**config.mk**
```make
export PLATFORM = sky130hd
export DESIGN_NAME = serv_ibus_prefetch
export DESIGN_NICKNAME = d
export VERILOG_FILES = /design/src/rtl/serv_ibus_prefetch.sv
export SDC_FILE = /design/constraint.sdc
export NUM_CORES = 1
export LEC_CHECK = 0
export ABC_AREA = 1
export ABC_CLOCK_PERIOD_IN_PS = 6500
export CAP_MARGIN = 10
export CELL_PAD_IN_SITES_DETAIL_PLACEMENT = 1
export CELL_PAD_IN_SITES_GLOBAL_PLACEMENT = 2
export CORE_MARGIN = 5
export CORE_UTILIZATION = 30
export DETAILED_ROUTE_END_ITERATION = 7
export GPL_TIMING_DRIVEN = 0
export PLACE_DENSITY = 0.86
export SYNTH_ARGS = -nofsm -noshare
export SYNTH_HDL_FRONTEND = slang
export SYNTH_SLANG_ARGS = --single-unit
```
**constraint.sdc**
```tcl
create_clock -name clk -period 6.5 [get_ports clk]
set_clock_uncertainty 0.15 [all_clocks]
set_input_delay 0.65 -clock clk [delete_from_list [all_inputs] [get_ports clk]]
set_output_delay 0.65 -clock clk [all_outputs]
set_load 0.02 [all_outputs]
```
**src/rtl/serv_ibus_prefetch.sv**
```systemverilog
// One-entry next-word prefetch buffer sitting between the SERV instruction bus and
// instruction memory. Sequential fetches hit the buffer; branches fall back to memory.
module serv_ibus_prefetch #(
   parameter int unsigned WITH_PREFETCH = 1
) (
   input  logic        clk,
   input  logic        i_rst,
   input  logic        i_inv,
   input  logic [31:0] i_ibus_adr,
   input  logic        i_ibus_cyc,
   output logic [31:0] o_ibus_rdt,
   output logic        o_ibus_ack,
   output logic [31:0] o_mem_adr,
   output logic        o_mem_cyc,
   input  logic [31:0] i_mem_rdt,
   input  logic        i_mem_ack
);

   localparam int unsigned WordW = 30;

   localparam logic [1:0] EncIdle     = 2'd0;
   localparam logic [1:0] EncFetch    = 2'd1;
   localparam logic [1:0] EncPrefetch = 2'd2;
   localparam logic [1:0] EncHold     = 2'd3;

   typedef enum logic [1:0] {
      StIdle     = EncIdle,
      StFetch    = EncFetch,
      StPrefetch = EncPrefetch,
      StHold     = EncHold
   } state_e;

   state_e           state_q, state_d;
   logic             valid_q, valid_d;
   logic [WordW-1:0] tag_q, tag_d;
   logic [31:0]      data_q, data_d;
   logic [31:0]      rdt_q, rdt_d;
   logic             ack_q, ack_d;
   logic             mem_cyc_q, mem_cyc_d;
   logic [WordW-1:0] mem_adr_q, mem_adr_d;
   logic [WordW-1:0] last_q, last_d;
   logic             kill_q, kill_d;

   logic [WordW-1:0] req_word;
   logic             hit;
   logic             pf_match;
   logic             unused_adr_bits;

   assign req_word        = i_ibus_adr[31:2];
   assign unused_adr_bits = ^i_ibus_adr[1:0];

   // An invalidate in the same cycle as a lookup wins over the hit.
   assign hit      = valid_q && !i_inv && (tag_q == req_word);
   assign pf_match = !kill_q && !i_inv && (mem_adr_q == req_word);

   always_comb begin
      state_d   = state_q;
      valid_d   = valid_q;
      tag_d     = tag_q;
      data_d    = data_q;
      rdt_d     = rdt_q;
      ack_d     = 1'b0;
      mem_cyc_d = mem_cyc_q;
      mem_adr_d = mem_adr_q;
      last_d    = last_q;
      kill_d    = kill_q;

      case (state_q)
         StIdle: begin
            if (i_ibus_cyc) begin
               if (hit) begin
                  rdt_d   = data_q;
                  ack_d   = 1'b1;
                  valid_d = 1'b0;
                  last_d  = tag_q;
                  state_d = StHold;
               end else begin
                  mem_cyc_d = 1'b1;
                  mem_adr_d = req_word;
                  valid_d   = 1'b0;
                  state_d   = StFetch;
               end
            end
         end

         StFetch: begin
            if (i_mem_ack) begin
               mem_cyc_d = 1'b0;
               rdt_d     = i_mem_rdt;
               ack_d     = 1'b1;
               last_d    = mem_adr_q;
               state_d   = StHold;
            end
         end

         StHold: begin
            if (WITH_PREFETCH != 0) begin
               mem_cyc_d = 1'b1;
               mem_adr_d = last_q + WordW'(1);
               valid_d   = 1'b0;
               kill_d    = 1'b0;
               state_d   = StPrefetch;
            end else begin
               state_d = StIdle;
            end
         end

         StPrefetch: begin
            if (i_inv) begin
               kill_d = 1'b1;
            end
            // The memory cycle is always run to completion; the data is then
            // forwarded, buffered or dropped depending on what the CPU wants.
            if (i_mem_ack) begin
               mem_cyc_d = 1'b0;
               state_d   = StIdle;
               if (i_ibus_cyc) begin
                  if (pf_match) begin
                     rdt_d   = i_mem_rdt;
                     ack_d   = 1'b1;
                     last_d  = mem_adr_q;
                     state_d = StHold;
                  end
               end else if (!kill_q && !i_inv) begin
                  data_d  = i_mem_rdt;
                  tag_d   = mem_adr_q;
                  valid_d = 1'b1;
               end
            end
         end

         default: begin
            state_d = StIdle;
         end
      endcase

      if (i_inv) begin
         valid_d = 1'b0;
      end
   end

   always_ff @(posedge clk or posedge i_rst) begin
      if (i_rst) begin
         state_q   <= StIdle;
         valid_q   <= 1'b0;
         tag_q     <= '0;
         data_q    <= '0;
         rdt_q     <= '0;
         ack_q     <= 1'b0;
         mem_cyc_q <= 1'b0;
         mem_adr_q <= '0;
         last_q    <= '0;
         kill_q    <= 1'b0;
      end else begin
         state_q   <= state_d;
         valid_q   <= valid_d;
         tag_q     <= tag_d;
         data_q    <= data_d;
         rdt_q     <= rdt_d;
         ack_q     <= ack_d;
         mem_cyc_q <= mem_cyc_d;
         mem_adr_q <= mem_adr_d;
         last_q    <= last_d;
         kill_q    <= kill_d;
      end
   end

   assign o_ibus_rdt = rdt_q;
   assign o_ibus_ack = ack_q;
   assign o_mem_cyc  = mem_cyc_q;
   assign o_mem_adr  = {mem_adr_q, 2'b00};

endmodule
```
=== After elaboration in Yosys (flattened, before gate mapping) ===
Cells that the tools add are included.

* Bits in writable memories: 0
* Memories kept: 0
* Bits in registers: 160
* Output and inout bits: 66
* Bits of input ports: 69
* ROM bits: 0
* Bits in latches: 0
* Logic and storage cells: 92

* Reductions and logical operators: 19
* Multiply operators: 0
* Equality and inequality tests: 18
* Shift operators: 0
* Div/mod/pow operators: 0
* Add/subtract/negate cells: 1
* Bitwise logic cells: 1
* Mux-type cells: 43
* Order comparisons: 0

{| class="wikitable"
|+ Operator list
! cell !! number
|-
| 2-to-1 mux 30 bit || 8
|-
| 2-to-1 mux 32 bit || 6
|-
| one-hot mux 32 bit (3 select lines) || 1
|-
| one-hot mux 30 bit (3 select lines) || 1
|-
| equality test 30 bit || 2
|-
| one-hot mux 30 bit (2 select lines) || 1
|-
| adder 30 x 1 -> 30 bit, second input constant || 1
|-
| != test 2 bit, second input constant || 8
|-
| 2-to-1 mux 1 bit || 15
|-
| 2-to-1 mux 2 bit || 6
|-
| != test 3 bit, second input constant || 4
|-
| one-hot mux 1 bit (3 select lines) || 3
|-
| AND reduction 3 bit || 3
|-
| one-hot mux 2 bit (4 select lines) || 1
|-
| AND reduction 7 bit || 1
|-
| AND reduction 5 bit || 1
|-
| equality test 2 bit, second input constant || 2
|-
| logical AND 1 bit || 4
|-
| AND reduction 4 bit || 1
|-
| nonzero test 2 bit || 2
|-
| nonzero test 4 bit || 1
|-
| nonzero test 3 bit || 1
|-
| equality test 2 x 1 -> 1 bit, second input constant || 1
|-
| logical NOT 1 bit || 2
|-
| 6 further kinds || 6
|}

=== Depth between registers and ports, before layout ===
Gate-level depths: netlist (run 1).

* Depth after elaboration: 7
* Gate-level depth with buffers: 14
* Depth with buffers taken out: 13

=== Least setup slack after synthesis (run 1) ===
OpenSTA, ideal clock, no wires.

* Path kind: in2reg
* Start: in i_inv
* End: reg rdt_q[0], in the netlist o_ibus_rdt[0]
* Data arrival time: 1.840 ns
* Stages: 13
* Slack: 4.393 ns
* Path buffers: 1
* Required time: 6.233 ns
* Library setup time: 0.117 ns
* Cells stage by stage: nor2_1 -> nand2_1 -> nor2_1 -> nand2_1 -> nor2_1 -> nand2_1 -> nor2_2 -> nor2_1 -> nor2_8 -> nand2_8 -> buf_6 -> nand2_1 -> nand2_1

* Cells in the longest elaborated chain, start to end: 5
* Elaborated cells on any way between the ends: 8
* Those cells by class: eq/ne (2); reduce/logical (6)

{| class="wikitable"
|+ RTL lines
! item !! line !! source
|-
| start: declaration || 8 || <nowiki>input logic i_inv,</nowiki>
|-
| logical NOT 1 bit * || 53, 54 ||
|-
| logical AND 1 bit (on tied branches) (2 in a row) || 54, 53 ||
|-
| != test 2 bit (no source line) || -- ||
|-
| AND reduction 7 bit (no source line) * || -- ||
|-
| end signal: assignment || 159 || <nowiki>rdt_q <= rdt_d;</nowiki>
|-
| end: declaration || 37 || <nowiki>logic [31:0] rdt_q, rdt_d;</nowiki>
|}

Every way passes the cells marked *; elsewhere a longest branch is shown, timed or not.
A chain may end at the register's enable or synchronous reset.

=== Final worst setup path (run 1) ===
* Start: in i_ibus_cyc
* End: reg tag_q[9]

* Cells in the longest elaborated chain, start to end: 2

{| class="wikitable"
|+ RTL lines
! item !! line !! source
|-
| start: declaration || 10 || <nowiki>input logic i_ibus_cyc,</nowiki>
|-
| inverter 1 bit (no source line) || -- ||
|-
| AND reduction 4 bit (no source line) || -- ||
|-
| end signal: assignment || 157 || <nowiki>tag_q <= tag_d;</nowiki>
|-
| end: declaration || 35 || <nowiki>logic [WordW-1:0] tag_q, tag_d;</nowiki>
|}

Every way passes these cells.

==> results of run 1 <==
## final timing paths
kind,startpoint,end,cells past startpoint
worst max-delay path,i_ibus_cyc,tag_q[9]$_DFFE_PP0P_,6
worst min-delay path,o_ibus_rdt[6]$_DFFE_PP0P_,o_ibus_rdt[6]$_DFFE_PP0P_,2
worst max register to register,state_q[0]$_DFFE_PP0P_,mem_adr_q[4]$_DFFE_PP0P_,10
worst min register to register,o_ibus_rdt[6]$_DFFE_PP0P_,o_ibus_rdt[6]$_DFFE_PP0P_,2
max in group asynchronous,i_rst,last_q[20]$_DFFE_PP0P_,3
min in group asynchronous,i_rst,data_q[27]$_DFFE_PP0P_,2
## stage by stage
stage                util  instances  TNS [ns]  setup WS, ns
floorplan               -       1344         0          1.38
global placement    0.362       1870   -216.38         -1.37
detailed placement  0.363       1871         0          3.01
CTS                 0.384       1903         0          3.46
global route        0.384       1903         0          3.20
finish              0.384       1904         0          3.42
## registers in the layout, summed over array words and instances (netlist names)
| name | cells |
|---|---|
| valid_q | 1 |
| o_mem_cyc | 1 |
| tag_q | 30 |
| kill_q | 1 |
| mem_adr_q | 30 |
| o_ibus_rdt | 32 |
| last_q | 30 |
| state_q | 2 |
| data_q | 32 |
| o_ibus_ack | 1 |
## power by group
part	internal, mW	leakage, nW	switching [mW]	total (mW)
Sequential	1.42	2.08	0.385	1.81
Clock	0.597	0.313	0.519	1.12
Combinational	1.13	3.22	2.27	3.40
Total	3.15	5.61	3.18	6.33
## logic make-up after synthesis
group,count (synthesis),synth area share
flops,160,0.435
simple gates,739,0.330
buf+inv,217,0.102
xor+xnor,11,0.0105
fa+ha+maj,5,0.00680
other cells,1,0.000407
compound gates,210,0.115
## layout by cell type (no fill, tap or decap), types with 2 or more instances in the layout
cell type,instances
clkinv_8,4
clkbuf_16,17
o21ai_0,170
clkbuf_1,31
xnor2_1,3
nand2_1,529
nor3_1,12
inv_8,6
ha_1,5
clkdlybuf4s50_1,130
xor2_1,8
inv_6,2
o21ai_1,25
buf_2,6
inv_2,24
buf_4,8
dfrtp_1,160
nand3_1,87
nor2_2,2
nor2_1,84
buf_1,2
a21oi_1,10
nand3b_1,4
clkinv_4,2
nor2_8,3
buf_6,12
inv_1,133
bufinv_16,2
nand4_1,9
conb_1,2
a31oi_1,4
nand2_2,3
## metal layers
layer | up-vias | routed length [um]
met5 | - | 13
met4 | 2 | 694
met3 | 41 | 1880
met2 | 224 | 18200
met1 | 4573 | 17500
li1 | 4495 | -
## layout make-up
class | instances | area (um^2)
plain buffers | 59 | 349
multi-input cells | 967 | 4260
diodes | 1 | 2.50
flip-flops and latches | 160 | 4000
inverters | 158 | 601
clock buffers | 17 | 425
clock inverters | 15 | 216
well taps | 396 | 495
repair buffers | 131 | 1330
fillers | 3844 | 18700
## critical path, cell delays in order
cell and delay (ns):
clkdlybuf4s50_1 0.63, nor2_1 0.12, nand3_1 0.38, clkbuf_1 0.57, clkbuf_1 0.69, o21ai_0 0.16
==> impl_metrics.env, run 1 <==
export IMPL_outcome="completed"
export IMPL_grt_setup_unrepaired="false"
export IMPL_p_per_area_mw_per_mm2=541
export IMPL_worstSkewPairLatency_ns=0.44
export IMPL_rows=64
export IMPL_netlist_top_cells_area="dfrtp_1, nand2_1, o21ai_0"
export IMPL_gp_congestion=0.941
export IMPL_io_pins=135
export IMPL_worstMarginPinSlew_ns=0.904
export IMPL_grt_start_max_net_pins=88
export IMPL_synth_ff_type="dfrtp_1"
export IMPL_grt_overflow_total=0
export IMPL_place_area_mm2=0.0110
export IMPL_drc=0
export IMPL_start_util=0.302
export IMPL_gr_usage_met1=0.307
export IMPL_cts_buffers=17
export IMPL_routed_wl_um=38300
export IMPL_synth_most_common_cell="nand2_1"
export IMPL_critPathLaunchType="input port"
export IMPL_period_share=0.473
export IMPL_slew_headroom=0.397
export IMPL_holdWs_ns=0.331
export IMPL_cts_resized=0
export IMPL_die_area_mm2=0.0343
export IMPL_ant_nets=0
export IMPL_busiest_layer="met2"
export IMPL_synth_avg_cell_area_um2=6.85
export IMPL_end_kind="flip-flop"
export IMPL_cp_max_fo=10
export IMPL_seq_area_frac_synth=0.435
export IMPL_synth_edf_count=0
export IMPL_hold_violations=0
export IMPL_drive_gt1_frac=0.0630
export IMPL_synthTopCellsByCount="nand2_1, o21ai_0, dfrtp_1"
export IMPL_yosysTopAreaCellShare=0.435
export IMPL_grt_pass1_wl_um=58600
export IMPL_synth_cell_types=32
export IMPL_yosysTopAreaCell="dfrtp_1"
export IMPL_design_area_mm2=0.0117
export IMPL_via_count=9335
export IMPL_power_leakage_nw=5.61
export IMPL_via_per_inst=4.90
export IMPL_holdBufCountCts=0
export IMPL_cts_clk_slew_worst_paths_ns=0.07
export IMPL_worstPathArrival_ns=3.22
export IMPL_hold_class="reg2reg"
export IMPL_fp_dieH_um=185
export IMPL_clockBufferDepth=2
export IMPL_io_buffer_count=130
export IMPL_r2r_slack_ns=3.55
export IMPL_drt_pass1_iter_count=5
export IMPL_cts_tree="built"
export IMPL_cts_setup_buffers=0
export IMPL_fp_dieW_um=185
export IMPL_critPathKind="in2reg"
export IMPL_area_growth_pct=26.9
export IMPL_synthArstFlopShare=1.00
export IMPL_synth_seq_cells=160
export IMPL_ir_worst_vdd_uv=207
export IMPL_drt_iter0_markers=658
export IMPL_final_setup_viol_count=0
export IMPL_grt_usage=0.225
export IMPL_root_buffer="clkbuf_16"
export IMPL_fmax_mhz=325
export IMPL_required_ns=6.64
export IMPL_yosys_warnings=0
export IMPL_grt_met3_usage=0.0418
export IMPL_htreeDepth=4
export IMPL_grt_pass1_vias=9942
export IMPL_cts_num_sinks=160
export IMPL_fin_crit_ns=3.08
export IMPL_synth_cells=1343
export IMPL_core_mm2=0.0304
export IMPL_dp_hpwl_um=28800
export IMPL_grt_util_met2=0.375
export IMPL_maxCapViolations=0
export IMPL_total_power_mw=6.33
export IMPL_final_nets=1568
export IMPL_antenna_found_initial=1
export IMPL_wire_per_inst_um=20.1
export IMPL_maxSlewViolCount=0
export IMPL_syn_cell_area_mm2=0.00920
No activity file was read; power rests on OpenSTA's default activity.
==> run 2: changes to the inputs <==
--- a/config.mk
+++ b/config.mk
@@ -6,15 +6,15 @@
 export NUM_CORES = 1
 export LEC_CHECK = 0
 export ABC_AREA = 1
-export ABC_CLOCK_PERIOD_IN_PS = 6500
+export ABC_CLOCK_PERIOD_IN_PS = 2500
 export CAP_MARGIN = 10
 export CELL_PAD_IN_SITES_DETAIL_PLACEMENT = 1
 export CELL_PAD_IN_SITES_GLOBAL_PLACEMENT = 2
 export CORE_MARGIN = 5
-export CORE_UTILIZATION = 30
+export CORE_UTILIZATION = 27
 export DETAILED_ROUTE_END_ITERATION = 7
 export GPL_TIMING_DRIVEN = 0
-export PLACE_DENSITY = 0.86
+export PLACE_DENSITY = 0.82
 export SYNTH_ARGS = -nofsm -noshare
 export SYNTH_HDL_FRONTEND = slang
 export SYNTH_SLANG_ARGS = --single-unit
==> constraint.sdc (replaced) <==
create_clock -name clk -period 2.5 [get_ports clk]
set_clock_uncertainty 0.15 [all_clocks]
set_input_delay 0.25 -clock clk [delete_from_list [all_inputs] [get_ports clk]]
set_output_delay 0.25 -clock clk [all_outputs]
set_load 0.02 [all_outputs]
==> impl_metrics.env, run 2 (synthesis gave the netlist of run 1 again) <==
export IMPL_place_area_mm2=0.0112
export IMPL_start_util=0.274
export IMPL_drt_pass1_iter_count=5
export IMPL_cts_tree="built"
export IMPL_period_share=0.963
export IMPL_worstSkewPairLatency_ns=0.44
export IMPL_drive_gt1_frac=0.0913
export IMPL_fp_dieW_um=195
export IMPL_ir_worst_vdd_uv=535
export IMPL_maxCapViolations=0
export IMPL_drt_iter0_markers=573
export IMPL_r2r_slack_ns=0.09
export IMPL_setup_ws_ns=0.0917
export IMPL_preCtsSetupSlack_ns=-0.630
export IMPL_cts_clk_slew_worst_paths_ns=0.08
export IMPL_reg2reg_to="o_ibus_rdt[9]$_DFFE_PP0P_"
export IMPL_crit_path_max_incr_delay_ns=0.48
export IMPL_grt_setup_unrepaired="false"
export IMPL_via_count=9433
export IMPL_hold_violations=0
export IMPL_critPathLaunchType="flip-flop"
export IMPL_io_pins=135
export IMPL_worstMarginPinSlew_ns=0.848
export IMPL_maxSlewViolCount=0
export IMPL_crit_family="simple AND/OR/NAND/NOR gates"
export IMPL_via_per_inst=4.79
export IMPL_final_nets=1583
export IMPL_routed_wl_um=39400
export IMPL_cp_num_buf_inv=2
export IMPL_cp_max_fo=10
export IMPL_worstPathArrival_ns=2.58
export IMPL_seqPwrFrac=0.281
export IMPL_dp_hpwl_um=30100
export IMPL_die_area_mm2=0.0379
export IMPL_root_buffer="clkbuf_16"
export IMPL_ant_nets=0
export IMPL_grt_pass1_vias=9919
export IMPL_fmax_mhz=415
export IMPL_fin_tns_setup_ns=0
export IMPL_holdBufCountCts=0
export IMPL_area_growth_pct=30.2
export IMPL_cts_buffers=17
export IMPL_rows=67
export IMPL_htreeDepth=4
export IMPL_grt_usage=0.207
export IMPL_pwr_share_comb=0.549
export IMPL_p_per_area_mw_per_mm2=1400
export IMPL_core_mm2=0.0336
export IMPL_layout_common_cells="nand2_1, o21ai_0, dfrtp_1"
export IMPL_wire_per_inst_um=20.0
export IMPL_worstPathCellList="xnor2_4 > nand3_1 > nor2_2 > nand2_1 > nor2_4 > nor2_1 > nor2_8 > buf_12 > nand2_8 > buf_6 > nand2_1 > nand2_1"
export IMPL_total_power_mw=16.8
export IMPL_swShare=0.492
export IMPL_grt_start_max_net_pins=40
export IMPL_io_buffer_count=130
export IMPL_p_clk_frac=0.170
export IMPL_holdWs_ns=0.0260
export IMPL_gp_congestion=0.906
export IMPL_p_switching_mw=8.25
export IMPL_power_leakage_nw=5.73
export IMPL_r2r_start="mem_adr_q[29]$_DFFE_PP0P_"
export IMPL_clockBufferDepth=2
export IMPL_cp_slowest_cell="dfrtp_2"
export IMPL_cts_num_sinks=160
export IMPL_fp_dieH_um=195
export IMPL_critPathKind="reg2reg"
export IMPL_grt_overflow_total=0
export IMPL_worst_path_most_repeated_cell="nand2_1"
export IMPL_final_setup_viol_count=0
export IMPL_rr_worst_depth=12
export IMPL_antenna_found_initial=0
export IMPL_fin_crit_ns=2.41
export IMPL_slew_headroom=0.435
export IMPL_drc=0
export IMPL_layout_commonest_cell="nand2_1"
export IMPL_outcome="completed"
export IMPL_design_area_mm2=0.0120
export IMPL_hold_class="in2async"
export IMPL_end_kind="flip-flop"
export IMPL_p_int_mw=8.51
export IMPL_required_ns=2.67
export IMPL_grt_pass1_wl_um=60100
[run 2: cell count changes in the layout (fill, tap and decap cells not counted), sizes merged]
cell	change
bufinv	+1
buf	+15
inv	-3
clkinvlp	+1
clkbuf	+1
[run 2: per-stage QoR]
step,std cells,util
after floorplan,1344,-
after global placement,1922,0.329
after detailed placement,1927,0.332
after CTS,1964,0.354
after global routing,1970,0.356
final,1971,0.356
[run 2: worst max-delay path by stage]
stage | slack (ns) | from | cells past startpoint | endpoint
after floorplan | 0.07 | i_rst | 1 | data_q[0]$_DFFE_PP0P_
after global placement | -1.62 | i_rst | 2 | o_ibus_ack$_DFF_PP0_
after detailed placement | -0.63 | i_ibus_cyc | 6 | tag_q[8]$_DFFE_PP0P_
after CTS | 0.02 | state_q[1]$_DFFE_PP0P_ | 11 | o_ibus_rdt[9]$_DFFE_PP0P_
after global routing | 0.002 | tag_q[29]$_DFFE_PP0P_ | 14 | mem_adr_q[0]$_DFFE_PP0P_
final | 0.09 | mem_adr_q[29]$_DFFE_PP0P_ | 12 | o_ibus_rdt[9]$_DFFE_PP0P_
[run 2: area by class of cell]
| type | instances | area, um^2 |
|---|---|---|
| Tap cell | 448 | 561 |
| Multi-Input combinational cell | 967 | 4330 |
| Fill cell | 4206 | 21600 |
| Inverter | 158 | 597 |
| Clock buffer | 18 | 429 |
| Clock inverter | 14 | 178 |
| Antenna cell | 1 | 2.50 |
| Timing Repair Buffer | 147 | 1500 |
| Sequential cell | 160 | 4010 |
| Buffer | 58 | 368 |
[run 2: layer usage]
metal / up-vias / routed length, um / track usage
met5: - / 0 / 0
met4: 0 / 1120 / 0.0669
met3: 51 / 2310 / 0.0493
met2: 237 / 18000 / 0.333
met1: 4599 / 18000 / 0.274
li1: 4546 / - / -
[run 2: power by group through the flow]
stage / clock [mW] / combinational (mW) / sequential [mW]
6_report: 2.85 / 9.21 / 4.71
3_5_place_dp: 0 / 8.89 / 4.72
2_1_floorplan: 0 / 4.73 / 4.96
5_1_grt: 3.00 / 10.2 / 4.84
3_3_place_gp: 0 / 8.71 / 4.69
4_1_cts: 2.89 / 9.16 / 4.70
[run 2: timing repair]
item	in CTS	in global routing
resized for setup	21	19
setup buffers	5	7
setup endpoints to repair	150	90
pin swaps	3	2
==> run 3: changes to the inputs <==
--- a/config.mk
+++ b/config.mk
@@ -12,8 +12,10 @@
 export CELL_PAD_IN_SITES_GLOBAL_PLACEMENT = 2
 export CORE_MARGIN = 5
 export CORE_UTILIZATION = 27
+export CTS_CLUSTER_DIAMETER = 50
 export DETAILED_ROUTE_END_ITERATION = 7
 export GPL_TIMING_DRIVEN = 0
+export MAX_ROUTING_LAYER = met4
 export PLACE_DENSITY = 0.82
 export SYNTH_ARGS = -nofsm -noshare
 export SYNTH_HDL_FRONTEND = slang
==> impl_metrics.env, run 3 (synthesis gave the netlist of run 1 again) <==
export IMPL_grt_usage=0.211
export IMPL_io_pins=135
export IMPL_via_count=9401
export IMPL_worstMarginPinSlew_ns=0.902
export IMPL_fin_crit_ns=2.40
export IMPL_outcome="completed"
export IMPL_final_nets=1581
export IMPL_drive_gt1_frac=0.0921
export IMPL_maxCapViolations=0
export IMPL_grt_start_max_net_pins=40
export IMPL_cts_tree="built"
export IMPL_gp_congestion=0.917
export IMPL_die_area_mm2=0.0379
export IMPL_cp_max_fo=10
export IMPL_holdBufCountCts=0
export IMPL_rr_worst_depth=9
export IMPL_setup_ws_ns=0.102
export IMPL_clockBufferDepth=2
export IMPL_cp_depth=9
export IMPL_ant_nets=0
export IMPL_rows=67
export IMPL_holdWs_ns=0.0322
export IMPL_ir_worst_vdd_uv=558
export IMPL_power_leakage_nw=5.71
export IMPL_maxSlewViolCount=0
export IMPL_fp_dieW_um=195
export IMPL_hold_class="in2async"
export IMPL_fin_cells=1969
export IMPL_wire_per_inst_um=19.8
export IMPL_start_util=0.274
export IMPL_period_share=0.959
export IMPL_fin_tns_setup_ns=0
export IMPL_worstPathArrival_ns=2.63
export IMPL_fmax_mhz=417
export IMPL_r2r_start="state_q[1]$_DFFE_PP0P_"
export IMPL_design_area_mm2=0.0120
export IMPL_fp_dieH_um=195
export IMPL_grt_overflow_total=0
export IMPL_grt_pass1_vias=9916
export IMPL_antenna_found_initial=1
export IMPL_grt_pass1_wl_um=59700
export IMPL_end_kind="flip-flop"
export IMPL_place_area_mm2=0.0112
export IMPL_crit_path_max_incr_delay_ns=0.42
export IMPL_dp_hpwl_um=30100
export IMPL_htreeDepth=4
export IMPL_drt_iter0_markers=633
export IMPL_worstPathCellList="inv_1 > ha_1 > nor2_1 > nor2_4 > nand2_4 > inv_2 > buf_2 > nand2_1 > o21ai_1"
export IMPL_fin_util=0.356
export IMPL_cts_buffers=17
export IMPL_crit_family="simple AND/OR/NAND/NOR gates"
export IMPL_drc=0
export IMPL_critPathLaunchType="flip-flop"
export IMPL_p_per_area_mw_per_mm2=1390
export IMPL_critPathKind="reg2reg"
export IMPL_cts_clk_slew_worst_paths_ns=0.07
export IMPL_reg2reg_to="mem_adr_q[6]$_DFFE_PP0P_"
export IMPL_cp_num_buf_inv=3
export IMPL_r2r_slack_ns=0.10
export IMPL_layout_common_cells="nand2_1, o21ai_0, dfrtp_1"
export IMPL_preCtsSetupSlack_ns=-0.647
export IMPL_routed_wl_um=39000
export IMPL_n_fill_cell=4206
export IMPL_cp_slowest_cell="dfrtp_1"
export IMPL_total_power_mw=16.7
export IMPL_core_mm2=0.0336
export IMPL_hold_violations=0
export IMPL_cts_num_sinks=160
export IMPL_crit_end="mem_adr_q[6]$_DFFE_PP0P_"
export IMPL_root_buffer="clkbuf_16"
export IMPL_io_buffer_count=130
export IMPL_placed_cells=1927
export IMPL_slew_headroom=0.399
export IMPL_via_per_inst=4.77
export IMPL_required_ns=2.73
export IMPL_crit_start="state_q[1]$_DFFE_PP0P_"
export IMPL_layout_commonest_cell="nand2_1"
export IMPL_area_growth_pct=30.1
export IMPL_final_setup_viol_count=0
export IMPL_worstSkewPairLatency_ns=0.45
export IMPL_drt_pass1_iter_count=5
[run 3: changes by cell type in the layout (fill, tap and decap cells not counted), moves of 2 or more]
cell,before,now
clkinv_2,3,1
clkinvlp_4,1,3
nand2_1,527,525
nand2_2,4,6
clkbuf_1,20,18
[run 3: where the power goes]
group          total, mW  switching (mW)  internal [mW]
registers           4.72            1.01           3.71
logic               9.13            5.96           3.16
clock network       2.85            1.23           1.62
[run 3: layout make-up]
type | count | area (um^2) | area share
well taps | 448 | 561 | 0.0468
flip-flops and latches | 160 | 4010 | 0.335
clock buffers | 19 | 443 | 0.0370
multi-input cells | 967 | 4340 | 0.362
plain buffers | 58 | 372 | 0.0310
repair buffers | 145 | 1480 | 0.123
inverters | 158 | 597 | 0.0499
clock inverters | 13 | 174 | 0.0145
diodes | 1 | 2.50 | 0.000209
[run 3: what timing repair did]
action                     in CTS  in global routing
resized for setup              21                 23
setup endpoints to repair     150                134
pin swaps                       3                  5
buffers inserted                7                  3
[run 3: how the worst min path moves through the flow]
stage                               startpoint                    endpoint  slack, ns  cells past startpoint
floorplan                                i_inv         valid_q$_DFFE_PP0P_       0.17                      1
global placement    o_ibus_rdt[26]$_DFFE_PP0P_  o_ibus_rdt[26]$_DFFE_PP0P_       0.31                      2
detailed placement  o_ibus_rdt[11]$_DFFE_PP0P_  o_ibus_rdt[11]$_DFFE_PP0P_       0.31                      2
CTS                                      i_rst    mem_adr_q[5]$_DFFE_PP0P_       0.04                      2
global route                             i_rst    mem_adr_q[5]$_DFFE_PP0P_       0.07                      2
finish                                   i_rst    mem_adr_q[5]$_DFFE_PP0P_       0.03                      2
[run 3: routing by layer]
metal  GRT usage  vias up  share of wire
met5           -        -              0
met4      0.0609        0          0.023
met3      0.0466       46          0.054
met2       0.333      237           0.46
met1       0.273     4588           0.46
li1            -     4530              -
[run 3: worst reg2reg max path, stage by stage, from the launching register on]
cell	delay, ns
dfrtp_1	0.42
inv_1	0.14
ha_1	0.37
nor2_1	0.15
nor2_4	0.32
nand2_4	0.14
inv_2	0.11
buf_2	0.32
nand2_1	0.13
o21ai_1	0.09
